### src/rtl/mc_ctrl_pkg.sv
// Shared encodings for the multi-cycle RV32I controller: immediate formats (EXTOp),
// ALU operations (ALUOp), next-PC selects (NPCOp), write-data selects (WDSel),
// FSM state and instruction-class encodings, error codes and the R/I funct3 ALU map.
package mc_ctrl_pkg;

  // Immediate formats, one-hot
  localparam logic [5:0] EXT_NONE        = 6'b000000;
  localparam logic [5:0] EXT_ITYPE_SHAMT = 6'b100000;
  localparam logic [5:0] EXT_ITYPE       = 6'b010000;
  localparam logic [5:0] EXT_STYPE       = 6'b001000;
  localparam logic [5:0] EXT_BTYPE       = 6'b000100;
  localparam logic [5:0] EXT_UTYPE       = 6'b000010;
  localparam logic [5:0] EXT_JTYPE       = 6'b000001;

  // ALU operations
  localparam logic [4:0] ALU_LUI  = 5'b00001;
  localparam logic [4:0] ALU_ADD  = 5'b00011;
  localparam logic [4:0] ALU_SUB  = 5'b00100;
  localparam logic [4:0] ALU_BNE  = 5'b00101;
  localparam logic [4:0] ALU_BLT  = 5'b00110;
  localparam logic [4:0] ALU_BGE  = 5'b00111;
  localparam logic [4:0] ALU_BLTU = 5'b01000;
  localparam logic [4:0] ALU_BGEU = 5'b01001;
  localparam logic [4:0] ALU_SLT  = 5'b01010;
  localparam logic [4:0] ALU_SLTU = 5'b01011;
  localparam logic [4:0] ALU_XOR  = 5'b01100;
  localparam logic [4:0] ALU_OR   = 5'b01101;
  localparam logic [4:0] ALU_AND  = 5'b01110;
  localparam logic [4:0] ALU_SLL  = 5'b01111;
  localparam logic [4:0] ALU_SRL  = 5'b10000;
  localparam logic [4:0] ALU_SRA  = 5'b10001;

  // Next-PC selects
  localparam logic [2:0] NPC_PLUS4  = 3'b000;
  localparam logic [2:0] NPC_BRANCH = 3'b001;
  localparam logic [2:0] NPC_JUMP   = 3'b010;
  localparam logic [2:0] NPC_JALR   = 3'b100;

  // Register-file write-data selects
  localparam logic [1:0] WD_ALU = 2'b00;
  localparam logic [1:0] WD_MEM = 2'b01;
  localparam logic [1:0] WD_PC  = 2'b10;

  // Opcodes
  localparam logic [6:0] OP_LUI   = 7'b0110111;
  localparam logic [6:0] OP_RALU  = 7'b0110011;
  localparam logic [6:0] OP_IALU  = 7'b0010011;
  localparam logic [6:0] OP_LOAD  = 7'b0000011;
  localparam logic [6:0] OP_STORE = 7'b0100011;
  localparam logic [6:0] OP_BR    = 7'b1100011;
  localparam logic [6:0] OP_JAL   = 7'b1101111;
  localparam logic [6:0] OP_JALR  = 7'b1100111;

  localparam logic [1:0] ERR_NONE    = 2'b00;
  localparam logic [1:0] ERR_ILLEGAL = 2'b01;
  localparam logic [1:0] ERR_TIMEOUT = 2'b10;

  typedef enum logic [2:0] {
    S_FETCH  = 3'b000,
    S_DECODE = 3'b001,
    S_EXEC   = 3'b010,
    S_MEM    = 3'b011,
    S_WB     = 3'b100,
    S_TRAP   = 3'b111
  } state_e;

  typedef enum logic [2:0] {
    C_LUI   = 3'd0,
    C_RALU  = 3'd1,
    C_IALU  = 3'd2,
    C_LOAD  = 3'd3,
    C_STORE = 3'd4,
    C_BR    = 3'd5,
    C_JAL   = 3'd6,
    C_JALR  = 3'd7
  } cls_e;

  // funct3 -> ALU op for register/immediate arithmetic; alt selects sub/sra
  function automatic logic [4:0] alu_of_f3(input logic [2:0] f3, input logic alt);
    case (f3)
      3'b000:  alu_of_f3 = alt ? ALU_SUB : ALU_ADD;
      3'b001:  alu_of_f3 = ALU_SLL;
      3'b010:  alu_of_f3 = ALU_SLT;
      3'b011:  alu_of_f3 = ALU_SLTU;
      3'b100:  alu_of_f3 = ALU_XOR;
      3'b101:  alu_of_f3 = alt ? ALU_SRA : ALU_SRL;
      3'b110:  alu_of_f3 = ALU_OR;
      default: alu_of_f3 = ALU_AND;
    endcase
  endfunction

endpackage

### src/rtl/mc_ctrl_dec.sv
// Combinational instruction classifier for the supported RV32I subset.
// Ports: Op/Funct7/Funct3 from IR in; cls (instruction class), illegal,
// ALUOp and EXTOp for the class out. No state, no latency.
module mc_dec
  import mc_ctrl_pkg::*;
(
  input  logic [6:0] Op,
  input  logic [6:0] Funct7,
  input  logic [2:0] Funct3,
  output cls_e       cls,
  output logic       illegal,
  output logic [4:0] ALUOp,
  output logic [5:0] EXTOp
);

  logic f7_zero;
  logic f7_alt;

  assign f7_zero = (Funct7 == 7'b0000000);
  assign f7_alt  = (Funct7 == 7'b0100000);

  always_comb begin
    cls     = C_LUI;
    illegal = 1'b0;
    ALUOp   = ALU_ADD;
    EXTOp   = EXT_NONE;
    case (Op)
      OP_LUI: begin
        cls   = C_LUI;
        ALUOp = ALU_LUI;
        EXTOp = EXT_UTYPE;
      end
      OP_RALU: begin
        cls     = C_RALU;
        ALUOp   = alu_of_f3(Funct3, Funct7[5]);
        // only add/sub and srl/sra have an alternate funct7
        illegal = !(f7_zero || (f7_alt && (Funct3 == 3'b000 || Funct3 == 3'b101)));
      end
      OP_IALU: begin
        cls   = C_IALU;
        EXTOp = EXT_ITYPE;
        ALUOp = alu_of_f3(Funct3, 1'b0);
        if (Funct3 == 3'b001) begin
          EXTOp   = EXT_ITYPE_SHAMT;
          illegal = !f7_zero;
        end else if (Funct3 == 3'b101) begin
          EXTOp   = EXT_ITYPE_SHAMT;
          ALUOp   = alu_of_f3(Funct3, f7_alt);
          illegal = !(f7_zero || f7_alt);
        end
      end
      OP_LOAD: begin
        cls     = C_LOAD;
        EXTOp   = EXT_ITYPE;
        illegal = (Funct3 != 3'b010);
      end
      OP_STORE: begin
        cls     = C_STORE;
        EXTOp   = EXT_STYPE;
        illegal = (Funct3 != 3'b010);
      end
      OP_BR: begin
        cls   = C_BR;
        EXTOp = EXT_BTYPE;
        case (Funct3)
          3'b000:  ALUOp = ALU_SUB;
          3'b001:  ALUOp = ALU_BNE;
          3'b100:  ALUOp = ALU_BLT;
          3'b101:  ALUOp = ALU_BGE;
          3'b110:  ALUOp = ALU_BLTU;
          3'b111:  ALUOp = ALU_BGEU;
          default: illegal = 1'b1;
        endcase
      end
      OP_JAL: begin
        cls   = C_JAL;
        EXTOp = EXT_JTYPE;
      end
      OP_JALR: begin
        cls     = C_JALR;
        EXTOp   = EXT_ITYPE;
        illegal = (Funct3 != 3'b000);
      end
      default: illegal = 1'b1;
    endcase
  end

endmodule

### src/rtl/mc_ctrl.sv
// Multi-cycle controller: FETCH/DECODE/EXEC/MEM/WB sequencing, memory req/ack
// with timeout, sticky trap and retired-instruction counter.
// Ports: Op/Funct7/Funct3/Zero/mem_ack in; datapath strobes and selects,
// mem_req, debug state, halted, err_code and instret out.
module mc_ctrl
  import mc_ctrl_pkg::*;
#(
  parameter int TIMEOUT_CYC = 16,
  parameter int CNT_W       = 32
) (
  input  logic             clk,
  input  logic             rst,
  input  logic [6:0]       Op,
  input  logic [6:0]       Funct7,
  input  logic [2:0]       Funct3,
  input  logic             Zero,
  input  logic             mem_ack,
  output logic             mem_req,
  output logic             IorD,
  output logic             MemWrite,
  output logic             IRWrite,
  output logic             PCWrite,
  output logic             RegWrite,
  output logic             ALUSrcA,
  output logic             ALUSrc,
  output logic [5:0]       EXTOp,
  output logic [4:0]       ALUOp,
  output logic [2:0]       NPCOp,
  output logic [1:0]       WDSel,
  output logic [2:0]       state,
  output logic             halted,
  output logic [1:0]       err_code,
  output logic [CNT_W-1:0] instret
);

  localparam int WAIT_W = (TIMEOUT_CYC < 2) ? 1 : $clog2(TIMEOUT_CYC + 1);
  localparam logic [WAIT_W-1:0] WAIT_LAST = WAIT_W'(TIMEOUT_CYC - 1);

  state_e             state_q, state_d;
  cls_e               cls_q, cls_d;
  logic [4:0]         alu_q, alu_d;
  logic [5:0]         ext_q, ext_d;
  logic [WAIT_W-1:0]  wait_q, wait_d;
  logic [1:0]         err_q, err_d;
  logic [CNT_W-1:0]   instret_q, instret_d;

  cls_e               dec_cls;
  logic               dec_illegal;
  logic [4:0]         dec_alu;
  logic [5:0]         dec_ext;
  logic               waiting;
  logic               timeout;

  mc_dec u_dec (
    .Op      (Op),
    .Funct7  (Funct7),
    .Funct3  (Funct3),
    .cls     (dec_cls),
    .illegal (dec_illegal),
    .ALUOp   (dec_alu),
    .EXTOp   (dec_ext)
  );

  // A request is outstanding in FETCH and MEM; an ack on the limit cycle wins.
  assign waiting = (state_q == S_FETCH || state_q == S_MEM) && !mem_ack;
  assign timeout = (TIMEOUT_CYC != 0) && waiting && (wait_q == WAIT_LAST);

  always_ff @(posedge clk) begin
    if (rst) begin
      state_q   <= S_FETCH;
      cls_q     <= C_LUI;
      alu_q     <= '0;
      ext_q     <= '0;
      wait_q    <= '0;
      err_q     <= ERR_NONE;
      instret_q <= '0;
    end else begin
      state_q   <= state_d;
      cls_q     <= cls_d;
      alu_q     <= alu_d;
      ext_q     <= ext_d;
      wait_q    <= wait_d;
      err_q     <= err_d;
      instret_q <= instret_d;
    end
  end

  always_comb begin
    state_d = state_q;
    cls_d   = cls_q;
    alu_d   = alu_q;
    ext_d   = ext_q;
    err_d   = err_q;
    case (state_q)
      S_FETCH: begin
        if (mem_ack) begin
          state_d = S_DECODE;
        end else if (timeout) begin
          state_d = S_TRAP;
          err_d   = ERR_TIMEOUT;
        end
      end
      S_DECODE: begin
        cls_d = dec_cls;
        alu_d = dec_alu;
        ext_d = dec_ext;
        if (dec_illegal) begin
          state_d = S_TRAP;
          err_d   = ERR_ILLEGAL;
        end else begin
          state_d = S_EXEC;
        end
      end
      S_EXEC: begin
        if (cls_q == C_BR) state_d = S_FETCH;
        else if (cls_q == C_LOAD || cls_q == C_STORE) state_d = S_MEM;
        else state_d = S_WB;
      end
      S_MEM: begin
        if (mem_ack) begin
          state_d = (cls_q == C_STORE) ? S_FETCH : S_WB;
        end else if (timeout) begin
          state_d = S_TRAP;
          err_d   = ERR_TIMEOUT;
        end
      end
      S_WB:    state_d = S_FETCH;
      S_TRAP:  state_d = S_TRAP;
      default: state_d = S_FETCH;
    endcase

    // Counter restarts on every state change, so it is zero on entry to FETCH/MEM.
    if (state_d != state_q) wait_d = '0;
    else if (waiting)       wait_d = wait_q + WAIT_W'(1);
    else                    wait_d = wait_q;

    instret_d = instret_q + CNT_W'(PCWrite);
  end

  // All strobes are forced low in the reset cycle, whatever state is held.
  always_comb begin
    mem_req  = 1'b0;
    IorD     = 1'b0;
    MemWrite = 1'b0;
    IRWrite  = 1'b0;
    PCWrite  = 1'b0;
    RegWrite = 1'b0;
    ALUSrcA  = 1'b0;
    ALUSrc   = 1'b0;
    EXTOp    = EXT_NONE;
    ALUOp    = 5'b00000;
    NPCOp    = NPC_PLUS4;
    WDSel    = WD_ALU;
    if (!rst) begin
      case (state_q)
        S_FETCH: begin
          mem_req = 1'b1;
          IRWrite = mem_ack;
        end
        S_EXEC: begin
          ALUOp   = alu_q;
          EXTOp   = ext_q;
          ALUSrc  = cls_q inside {C_LUI, C_IALU, C_LOAD, C_STORE, C_JAL, C_JALR};
          ALUSrcA = (cls_q == C_JAL || cls_q == C_JALR);
          if (cls_q == C_BR) begin
            PCWrite = 1'b1;
            NPCOp   = Zero ? NPC_BRANCH : NPC_PLUS4;
          end
        end
        S_MEM: begin
          mem_req  = 1'b1;
          IorD     = 1'b1;
          MemWrite = (cls_q == C_STORE);
          PCWrite  = mem_ack && (cls_q == C_STORE);
        end
        S_WB: begin
          RegWrite = 1'b1;
          PCWrite  = 1'b1;
          case (cls_q)
            C_LOAD:  WDSel = WD_MEM;
            C_JAL:   WDSel = WD_PC;
            C_JALR:  WDSel = WD_PC;
            default: WDSel = WD_ALU;
          endcase
          case (cls_q)
            C_JAL:   NPCOp = NPC_JUMP;
            C_JALR:  NPCOp = NPC_JALR;
            default: NPCOp = NPC_PLUS4;
          endcase
        end
        default: ;
      endcase
    end
  end

  assign state    = rst ? 3'b000 : state_q;
  assign halted   = !rst && (state_q == S_TRAP);
  assign err_code = rst ? ERR_NONE : err_q;
  assign instret  = rst ? '0 : instret_q;

endmodule

### config.mk
export PLATFORM = sky130hd
export DESIGN_NAME = mc_ctrl
export DESIGN_NICKNAME = d
export VERILOG_FILES = /design/src/rtl/mc_ctrl_pkg.sv /design/src/rtl/mc_ctrl_dec.sv /design/src/rtl/mc_ctrl.sv
export SDC_FILE = /design/constraint.sdc
export NUM_CORES = 1
export LEC_CHECK = 0
export BUFFER_PORTS_ARGS = -buffer_cell sky130_fd_sc_hd__clkbuf_2
export CORE_UTILIZATION = 42
export CTS_CLUSTER_DIAMETER = 60
export CTS_CLUSTER_SIZE = 10
export DETAILED_ROUTE_END_ITERATION = 16
export PLACE_DENSITY = 0.67
export SLEW_MARGIN = 5
export SYNTH_ARGS = -nofsm -noshare
export SYNTH_HDL_FRONTEND = slang
export SYNTH_HIERARCHICAL = 1
export SYNTH_SLANG_ARGS = --single-unit
### constraint.sdc
create_clock -name clk -period 5.8 [get_ports clk]
set_clock_uncertainty 0.05 [all_clocks]
set_input_delay 0.29 -clock clk [delete_from_list [all_inputs] [get_ports clk]]
set_output_delay 0.29 -clock clk [all_outputs]
set_load 0.03 [all_outputs]
[After elaboration in Yosys (flattened, before gate mapping)]
Index checks and enable logic that the tools add are counted.
Word-level totals
  register bits: 56
  bits of input ports: 21
  output and inout port bits: 62
  word-level logic and storage cells: 134
Operators by class
  $add $sub $neg: 2
  equality and inequality tests: 33
  muxes and demuxes: 61
  reductions and logical operators: 31
Operators with widths (count)
  case mux 4 bit (6 select lines): 2
  case mux 6 bit (6 select lines): 1
  case mux 5 bit (7 select lines): 1
  adder 32 x 1 -> 32 bit: 1
  two-way mux 32 bit: 1
  == test 3 bit, second input constant: 10
  two-way mux 3 bit: 10
  == test 7 x 6 -> 1 bit, second input constant: 4
  two-way mux 6 bit: 4
  two-way mux 1 bit: 23
  == test 7 bit, second input constant: 3
  case mux 3 bit (7 select lines): 1
  two-way mux 5 bit: 4
  case mux 5 bit (4 select lines): 1
  == test 3 x 2 -> 1 bit, second input constant: 6
  case mux 3 bit (5 select lines): 1
  two-way mux 2 bit: 6
  case mux 3 bit (2 select lines): 2
  OR reduction 2 bit: 6
  zero test 3 bit: 3
  case mux 2 bit (2 select lines): 2
  == test 7 x 2 -> 1 bit, second input constant: 1
  == test 7 x 5 -> 1 bit, second input constant: 1
  zero test 7 bit: 1
  other kinds (17): 32

[Logic depth before layout (Yosys ltp)]
Gate-level depths: netlist of run 1.
  depth after elaboration: 10
  mapped depth: 13
  mapped depth without buffers: 10

[By module]
The synthesis of run 1 kept the hierarchy.
By module, submodules not included
  mc_ctrl: times used 1, cells an instance 383, area each 2970.3 um^2, sequential area each 1121.1 um^2
  mc_dec: times used 1, cells an instance 82, area each 494.2 um^2, sequential area each 0.0 um^2

[Worst setup path after synthesis of run 1]
Ideal clock, no wire load.
  path kind: register to register
  from: reg state_q[2]
  to: reg instret_q[20]
  library setup time: 121 ps
  arrival time: 3306 ps
  required time: 5629 ps
  path slack: 2323 ps
  cell stages (with the launch flop): 14
  buffers on the path: 3
  period minus slack after synthesis: 3477 ps
  cell sequence: dfxtp_1 > clkbuf_1 > clkbuf_1 > nor2b_1 > a31oi_1 > a2bb2oi_1 > nor2_1 > ha_1 > ha_1 > and4_1 > nand4_1 > clkbuf_1 > nor3_1 > mux2_2
Between the ends
  word-level cells in the longest chain between the ends: 4
  elaborated cells on any way between the ends: 6
  classes of those cells: add/sub: 1; eq/ne: 3; mux: 2
RTL lines
  start: declaration: line mc_ctrl.sv:39  | state_e state_q, state_d;
  start signal: assignment: line mc_ctrl.sv:78  | state_q <= state_d;
  == test 3 bit / == test 3 x 2 -> 1 bit (equally long branches): line mc_ctrl.sv:155  | case (state_q)
  case mux 1 bit (3 select lines) (*): line mc_ctrl.sv:155
  two-way mux 1 bit (*): line mc_ctrl.sv:154  | if (!rst) begin
  named net PCWrite: line mc_ctrl.sv:22  | output logic PCWrite,
  adder 32 x 1 -> 32 bit (*): line mc_ctrl.sv:137  | instret_d = instret_q + CNT_W'(PCWrite);
  end signal: assignment: line mc_ctrl.sv:84  | instret_q <= instret_d;
  end: declaration: line mc_ctrl.sv:45  | logic [CNT_W-1:0] instret_q, instret_d;
Mark *: on every way through the listed nets, which the timed path passes. The rest lies on a longest branch.
A chain may end at the register's enable or synchronous reset.

[Final worst setup path of run 1]
  from: reg state_q[2]
  to: reg instret_q[30]
Between the ends
  word-level cells in the longest chain between the ends: 4
  elaborated cells on any way between the ends: 6
  classes of those cells: add/sub: 1; eq/ne: 3; mux: 2
RTL lines (line)
  == test 3 bit / == test 3 x 2 -> 1 bit (equally long branches): mc_ctrl.sv:155
  case mux 1 bit (3 select lines) (*): mc_ctrl.sv:155
  two-way mux 1 bit (*): mc_ctrl.sv:154
  adder 32 x 1 -> 32 bit (*): mc_ctrl.sv:137
Mark *: on every way between the ends. The rest lies on a longest branch, timed or not.

==> results of run 1 <==
## state kept, by name (all words and copies together), names as in the netlist
register   flops
wait_q         5
cls_q          3
ext_q          6
err_q          2
state_q        3
instret_q     32
alu_q          5
## area by class of cell
class / count / share of cell area
clock inverters: 3 / 0.005673
inverters: 15 / 0.01418
multi-input cells: 363 / 0.5411
repair buffers: 84 / 0.1072
clock buffers: 5 / 0.01733
well taps: 102 / 0.03215
flip-flops and latches: 56 / 0.2824
## logic make-up after synthesis
logic type,synth area share
AOI/OAI and AO/OA,0.1347
adders and majority gates,0.01445
DFF,0.3236
and+or+nand+nor,0.3785
buffers and inverters,0.05634
xor gates and xnor gates,0.05056
muxes,0.04189
## through the flow
step                instance area (sq um)  setup slack (ps)  instances
floorplan                            3465              2323        465
global placement                     3879              2598        620
detailed placement                   3879              2418        620
CTS                                  3970              2422        628
global route                         3970              2153        628
finish                               3970              2418        628
## power groups by stage
stage                     clock, W  sequential [W]  combinational (W)
after floorplan                  0        0.000404           0.000102
after global placement           0        0.000414           0.000119
after detailed placement         0        0.000414           0.000121
after CTS                 0.000230        0.000406           0.000122
after global routing      0.000244        0.000408           0.000135
final                     0.000222        0.000406           0.000122
## final timing paths
path	end	slack (ps)	cells past startpoint
hold / removal	ext_q[0]$_SDFFE_PP0N_	320	5
hold reg to reg	alu_q[2]$_SDFFE_PP0N_	410	2
setup / recovery	instret_q[30]$_SDFF_PP0_	2420	10
setup reg to reg	instret_q[30]$_SDFF_PP0_	2420	10
## worst register-to-register path, delay by kind of cell (launching register included)
kind / cells / cell delay (ps)
AOI/OAI and AO/OA: 2 / 210
adders and majority gates: 2 / 420
DFF: 1 / 740
muxes: 1 / 370
and+or+nand+nor: 5 / 1490
## Yosys cell counts, drive strengths merged (2+ instances only)
| master | instances |
|---|---|
| nor2 | 48 |
| nor3b | 5 |
| dfxtp | 56 |
| o22ai | 2 |
| mux2 | 12 |
| xor2 | 9 |
| a221o | 2 |
| a2111oi | 2 |
| or4 | 4 |
| nand3b | 3 |
| nor2b | 38 |
| and4 | 5 |
| buf | 14 |
| a22oi | 2 |
| inv | 15 |
| nor3 | 27 |
| nor4 | 9 |
| nand2 | 55 |
| clkbuf | 17 |
| a2bb2oi | 3 |
| and3 | 2 |
| o21ai | 13 |
| nand4 | 7 |
| a31oi | 5 |
| nand2b | 3 |
| nand3 | 17 |
| ha | 4 |
| or3 | 10 |
| o2bb2ai | 2 |
| a21oi | 34 |
| and2 | 15 |
| xnor2 | 11 |
| a211oi | 2 |
## per-layer routing
metal	global-route usage	share of wire	vias to the layer above
met5	0	0	-
met1	0.2557	0.48	1566
met3	0.03038	0.051	7
met4	0.04615	0.0078	0
li1	-	-	1726
met2	0.3235	0.46	80
==> impl_metrics.yaml, run 1 <==
run_status:
  status: "finished, final reports clean"
clock_tree:
  post_cts_buffers: 0
  clkSlewWorstSetupHoldPaths_ps: 100
  cts_sinks: 56
  cts_hold_buf: 0
  clk_path_buf_depth: 2
  cts_root_buf: "clkbuf_8"
  cts_resized: 0
  clk_latency_ps: 320
  numCtsBuffers: 5
  h-tree-depth: 2
  tritoncts: "built"
timing:
  fin_hold_ws_ps: 321.7
  final.min_clock_period_ps: 3382
  setup_viol_count_final: 0
  tns_ps: 0
  tightestPinTransition_ps: 1115
  fin_crit_sh: 0.5831
  max_freq_ghz: 0.2957
  rsz0062_at_grt: "no"
  drv_slew: 0
  max_slew_margin: 0.2509
  report.final.hold_viol_count: 0
critical_path:
  regToRegStartpoint: "state_q[2]$_SDFF_PP0_"
  cp_num_buf_inv: 0
  slowest_stage: "dfxtp_1"
  start_kind: "flop"
  arrival_ps: 3540
  cp-end-kind: "flop"
  crit_top_cell: "ha_1"
  worstSetupPathType: "reg2reg"
  crit_start: "state_q[2]$_SDFF_PP0_"
  crit_family: "simple AND/OR/NAND/NOR gates"
  required_ps: 5960
  worstPathCellList: "nor2b_1 > a31oi_1 > a2bb2oi_1 > nor2_1 > ha_1 > ha_1 > and4_1 > nand4_1 > nor3_1 > mux2_2"
  cpPeakStageDelay_ps: 740
  crit_fanout: 21
yosys:
  synth_seq_cells: 56
  synth_warnings: 6
  synth_area_leaders: "dfxtp_1 (32%), nor2b_1 (6.9%), nand2_1 (6.0%)"
  synth_edf_count: 0
  synthArstFlopShare: 0
  ys.flop_type: "dfxtp_1"
  synthesis.nets: 490
  yosysTopAreaCell: "dfxtp_1"
  yosysUniqueCellTypes: 53
  yosysSeqAreaShare: 0.3236
  syn_area_per_cell_sq_um: 7.451
  yosys.area.top_type_share: 0.3236
  syn_area_sq_mm: 0.003465
  synthCells: 465
global_routing:
  grt_overflow: 0
  grt_pass1_vias: 2979
  grt_pass1_wl_um: 13690
  grt_antenna_before_repair: 0
  track_usage: 0.1921
  grt_max_degree: 98
power_and_ir_drop:
  p_total_w: 0.0007494
  pwr-share-comb: 0.163
  internal-power_w: 0.0005210
  p_sw_w: 0.0002283
  clkPwrFrac: 0.296
  p_per_area_mw_per_mm2: 188.8
  ir_drop_mv: 0.09499
  p_seq_frac: 0.542
  p_leak_nw: 1.565
  switching_share: 0.3047
drt:
  first_pass_iters: 4
  drc: 0
  post_drt_via_cell_ratio: 5.381
  wirelength_um: 8315
  antenna_left: 0
  num_vias: 3379
  drtIter0Drc: 147
  wl_per_cell_um: 13.24
final_layout:
  ff_latch_area_sq_mm: 0.001121
  final_nets: 550
  utilization: 0.5059
  layout_commonest_cell: "clkbuf_2"
  final_cell_mix: "clkbuf_2 (81), dfxtp_1 (56), nand2_1 (55), nor2_1 (48), nor2b_1 (38)"
  n_antenna_cell: 0
  multiInputGateArea_sq_mm: 0.002148
  drive_above_1_share: 0.2091
  area_growth_pct: 14.59
  fill_cells: 818
hold_path:
  min_path_type: "in2reg"
  worstHoldStart: "Op[3]"
floorplanning:
  fp-row-count: 32
  top_level_ports: 83
  die_h_um: 92.83
  core_sq_mm: 0.007848
  die_x_um: 92.83
  design.die.area_sq_mm: 0.008616
  start_util: 0.4415
place:
  place_congestion: 0.8975
  io_buffers: 82
  hpwl_um: 6004
flow_run:
  max_cap_violations: 0
No activity file was read; power rests on OpenSTA's default activity.
==> run 2: changes to the inputs <==
ABC_AREA = 1   (was unset)
PLACE_DENSITY = 0.69   (was 0.67)
clock period = 3 ns   (was 5.8 ns; I/O delays follow)
==> impl_metrics.yaml, run 2 <==
run_status:
  status: "finished, final reports clean"
critical_path:
  cpPeakStageDelay_ps: 490
  crit_fanout: 6
  cp-end-kind: "flop"
  worstPathCellList: "inv_2 > nor3_4 > nand4_1 > a21oi_1 > ha_1 > ha_1 > nand3_2 > nor2_4 > nand3_2 > nor2_4 > nand2_2 > nor2_4 > nand2_1 > a22oi_2"
  cp_num_buf_inv: 1
  regToRegStartpoint: "state_q[1]$_SDFF_PP0_"
  reg2reg_slack_ps: 270
  worstSetupPathType: "reg2reg"
  arrival_ps: 2920
  start_kind: "flop"
  required_ps: 3200
  slowest_stage: "dfxtp_1"
  crit_family: "simple AND/OR/NAND/NOR gates"
  crit_top_cell: "nor2_4"
  r2r_end: "instret_q[18]$_SDFF_PP0_"
  r2r_cells: 14
drt:
  post_drt_via_cell_ratio: 5.051
  num_vias: 3990
  highest_layer: "met4"
  wl_met1_um: 4513
  drtIter0Drc: 159
  wirelength_um: 9771
  wl_met3_um: 398
  first_pass_iters: 4
  antenna_left: 0
  drc: 0
  wl_per_cell_um: 12.37
  routed-wl-met2_um: 4738
yosys:
  synth-compound-area-share: 0.1268
  syn_area_per_cell_sq_um: 6.213
  yosysUniqueCellTypes: 41
  synth-xor-area-share: 0.009321
  synthArstFlopShare: 0
  synth_area_leaders: "dfxtp_1 (30%), nand2_1 (11%), nor2_1 (10%)"
  synth_warnings: 6
  synthCells: 605
  yosysSeqAreaShare: 0.2983
  synth_edf_count: 0
  synth_fa_ha_area_frac: 0.01332
  ys.flop_type: "dfxtp_1"
  synth-simple-area-share: 0.4294
  syn_area_sq_mm: 0.003759
  yosys.area.top_type_share: 0.2983
  yosysTopAreaCell: "dfxtp_1"
  synthTopCellsByCount: "nand2_1 (113), nor2_1 (102), inv_1 (90), dfxtp_1 (56), a21oi_1 (47)"
  muxShareOfSynthArea: 0.002996
  synth.most_common_cell: "nand2_1"
  synth_top_family_by_area: "simple AND/OR/NAND/NOR gates"
  synth_seq_cells: 56
  synthesis.nets: 630
clock_tree:
  cts_resized: 0
  tritoncts: "built"
  clk_path_buf_depth: 2
  cts_hold_buf: 0
  numCtsBuffers: 5
  h-tree-depth: 2
  clkSlewWorstSetupHoldPaths_ps: 100
  clk_latency_ps: 310
  cts_sinks: 56
  cts_root_buf: "clkbuf_8"
  post_cts_buffers: 0
hold_path:
  min_path_type: "in2reg"
  hold_end: "state_q[2]$_SDFF_PP0_"
  worstHoldStart: "mem_ack"
  hold_depth: 5
timing:
  setup_viol_count_final: 0
  report.final.hold_viol_count: 0
  max_freq_ghz: 0.3666
  fin_crit_sh: 0.9092
  tns_ps: 0
  rsz0062_at_grt: "no"
  fin_ws_ps: 272.5
  fin_hold_ws_ps: 252.2
  final.min_clock_period_ps: 2728
  max_slew_margin: 0.5561
  drv_slew: 0
  tightestPinTransition_ps: 665.9
final_layout:
  area_growth_pct: 16.71
  fill_cells: 948
  reg.largest.list: "instret_q: 32 flops, ext_q: 6 flops"
  top_register: "instret_q"
  n_antenna_cell: 0
  drive_above_1_share: 0.2141
  final_cell_mix: "nand2_1 (113), nor2_1 (102), inv_1 (90), clkbuf_2 (82), dfxtp_1 (56)"
  largest_register_ff_count: 32
  final_nets: 707
  layout_commonest_cell: "nand2_1"
power_and_ir_drop:
  ir_drop_mv: 0.3323
  p_leak_nw: 1.876
  p_per_area_mw_per_mm2: 473.0
floorplanning:
  die_h_um: 96.60
  start_util: 0.4331
  die_x_um: 96.60
  design.die.area_sq_mm: 0.009332
  top_level_ports: 83
  core_sq_mm: 0.008678
  fp-row-count: 34
place:
  hpwl_um: 7771
  place_congestion: 0.9456
  place_ws_ps: 292.9
  io_buffers: 82
flow_run:
  max_cap_violations: 0
global_routing:
  grt_max_degree: 69
  track_usage: 0.2120
  grt_overflow: 0
  grt_pass1_wl_um: 16700
  grt_pass1_vias: 3710
  grt_antenna_before_repair: 0
-- run 2: changes by cell type in the layout (fill, tap and decap cells not counted), sizes merged, moves of 9 or more --
| cell | previous run | this run |
|---|---|---|
| a21oi | 34 | 48 |
| and2 | 15 | 1 |
| inv | 16 | 100 |
| mux2 | 12 | 1 |
| nand2 | 55 | 127 |
| nand3 | 17 | 47 |
| nor2 | 48 | 117 |
| nor2b | 38 | 0 |
| nor3 | 27 | 18 |
| o21ai | 13 | 35 |
| or3 | 10 | 0 |
| xnor2 | 11 | 2 |
-- run 2: metrics by stage --
step / area [sq um] / utilization / power (W) / instances
global placement: 4258 / 0.4906 / 0.001496 / 783
floorplan: 3759 / - / 0.001381 / 605
global route: 4387 / 0.5055 / 0.002206 / 790
finish: 4387 / 0.5055 / 0.002075 / 790
CTS: 4387 / 0.5055 / 0.002082 / 790
detailed placement: 4258 / 0.4906 / 0.001509 / 783
-- run 2: kinds of logic after synthesis --
| logic type | Yosys count |
|---|---|
| compound gates | 90 |
| xor+xnor | 4 |
| fa+ha+maj | 4 |
| buf+inv | 116 |
| flops | 56 |
| mux | 1 |
| simple gates | 334 |
-- run 2: how the worst max path moves through the flow --
stage / startpoint / endpoint / slack, ps / cells after the start
after floorplan: state_q[1]$_SDFF_PP0_ / instret_q[18]$_SDFF_PP0_ / 110 / 14
after global placement: state_q[1]$_SDFF_PP0_ / instret_q[20]$_SDFF_PP0_ / 410 / 13
after detailed placement: state_q[1]$_SDFF_PP0_ / instret_q[18]$_SDFF_PP0_ / 290 / 14
after CTS: state_q[1]$_SDFF_PP0_ / instret_q[18]$_SDFF_PP0_ / 260 / 14
after global routing: state_q[1]$_SDFF_PP0_ / instret_q[18]$_SDFF_PP0_ / 9 / 14
final: state_q[1]$_SDFF_PP0_ / instret_q[18]$_SDFF_PP0_ / 270 / 14
-- run 2: worst min-delay path, delay by kind of cell --
| family | cells | cell delay [ps] |
|---|---|---|
| buf+inv | 2 | 180 |
| simple gates | 3 | 230 |
-- run 2: layout make-up --
type | count | area [sq um] | area share
sequential | 56 | 1121 | 0.2556
tap | 108 | 135.1 | 0.03080
multi-input combinational | 433 | 2187 | 0.4986
clock buffer | 5 | 68.82 | 0.01569
inverter | 101 | 381.6 | 0.08699
timing repair buffer | 85 | 432.9 | 0.09869
clock inverter | 2 | 60.06 | 0.01369
-- run 2: power breakdown --
| part | switching, W | internal (W) |
|---|---|---|
| Clock | 0.000253 | 0.000329 |
| Sequential | 0.0000692 | 0.000826 |
| Combinational | 0.000413 | 0.000185 |
| Total | 0.000735 | 0.00134 |
-- run 2: per-layer routing --
layer | GRT usage | up-vias
met5 | 0 | -
li1 | - | 2088
met4 | 0.05166 | 0
met1 | 0.2660 | 1808
met2 | 0.3792 | 85
met3 | 0.03107 | 9
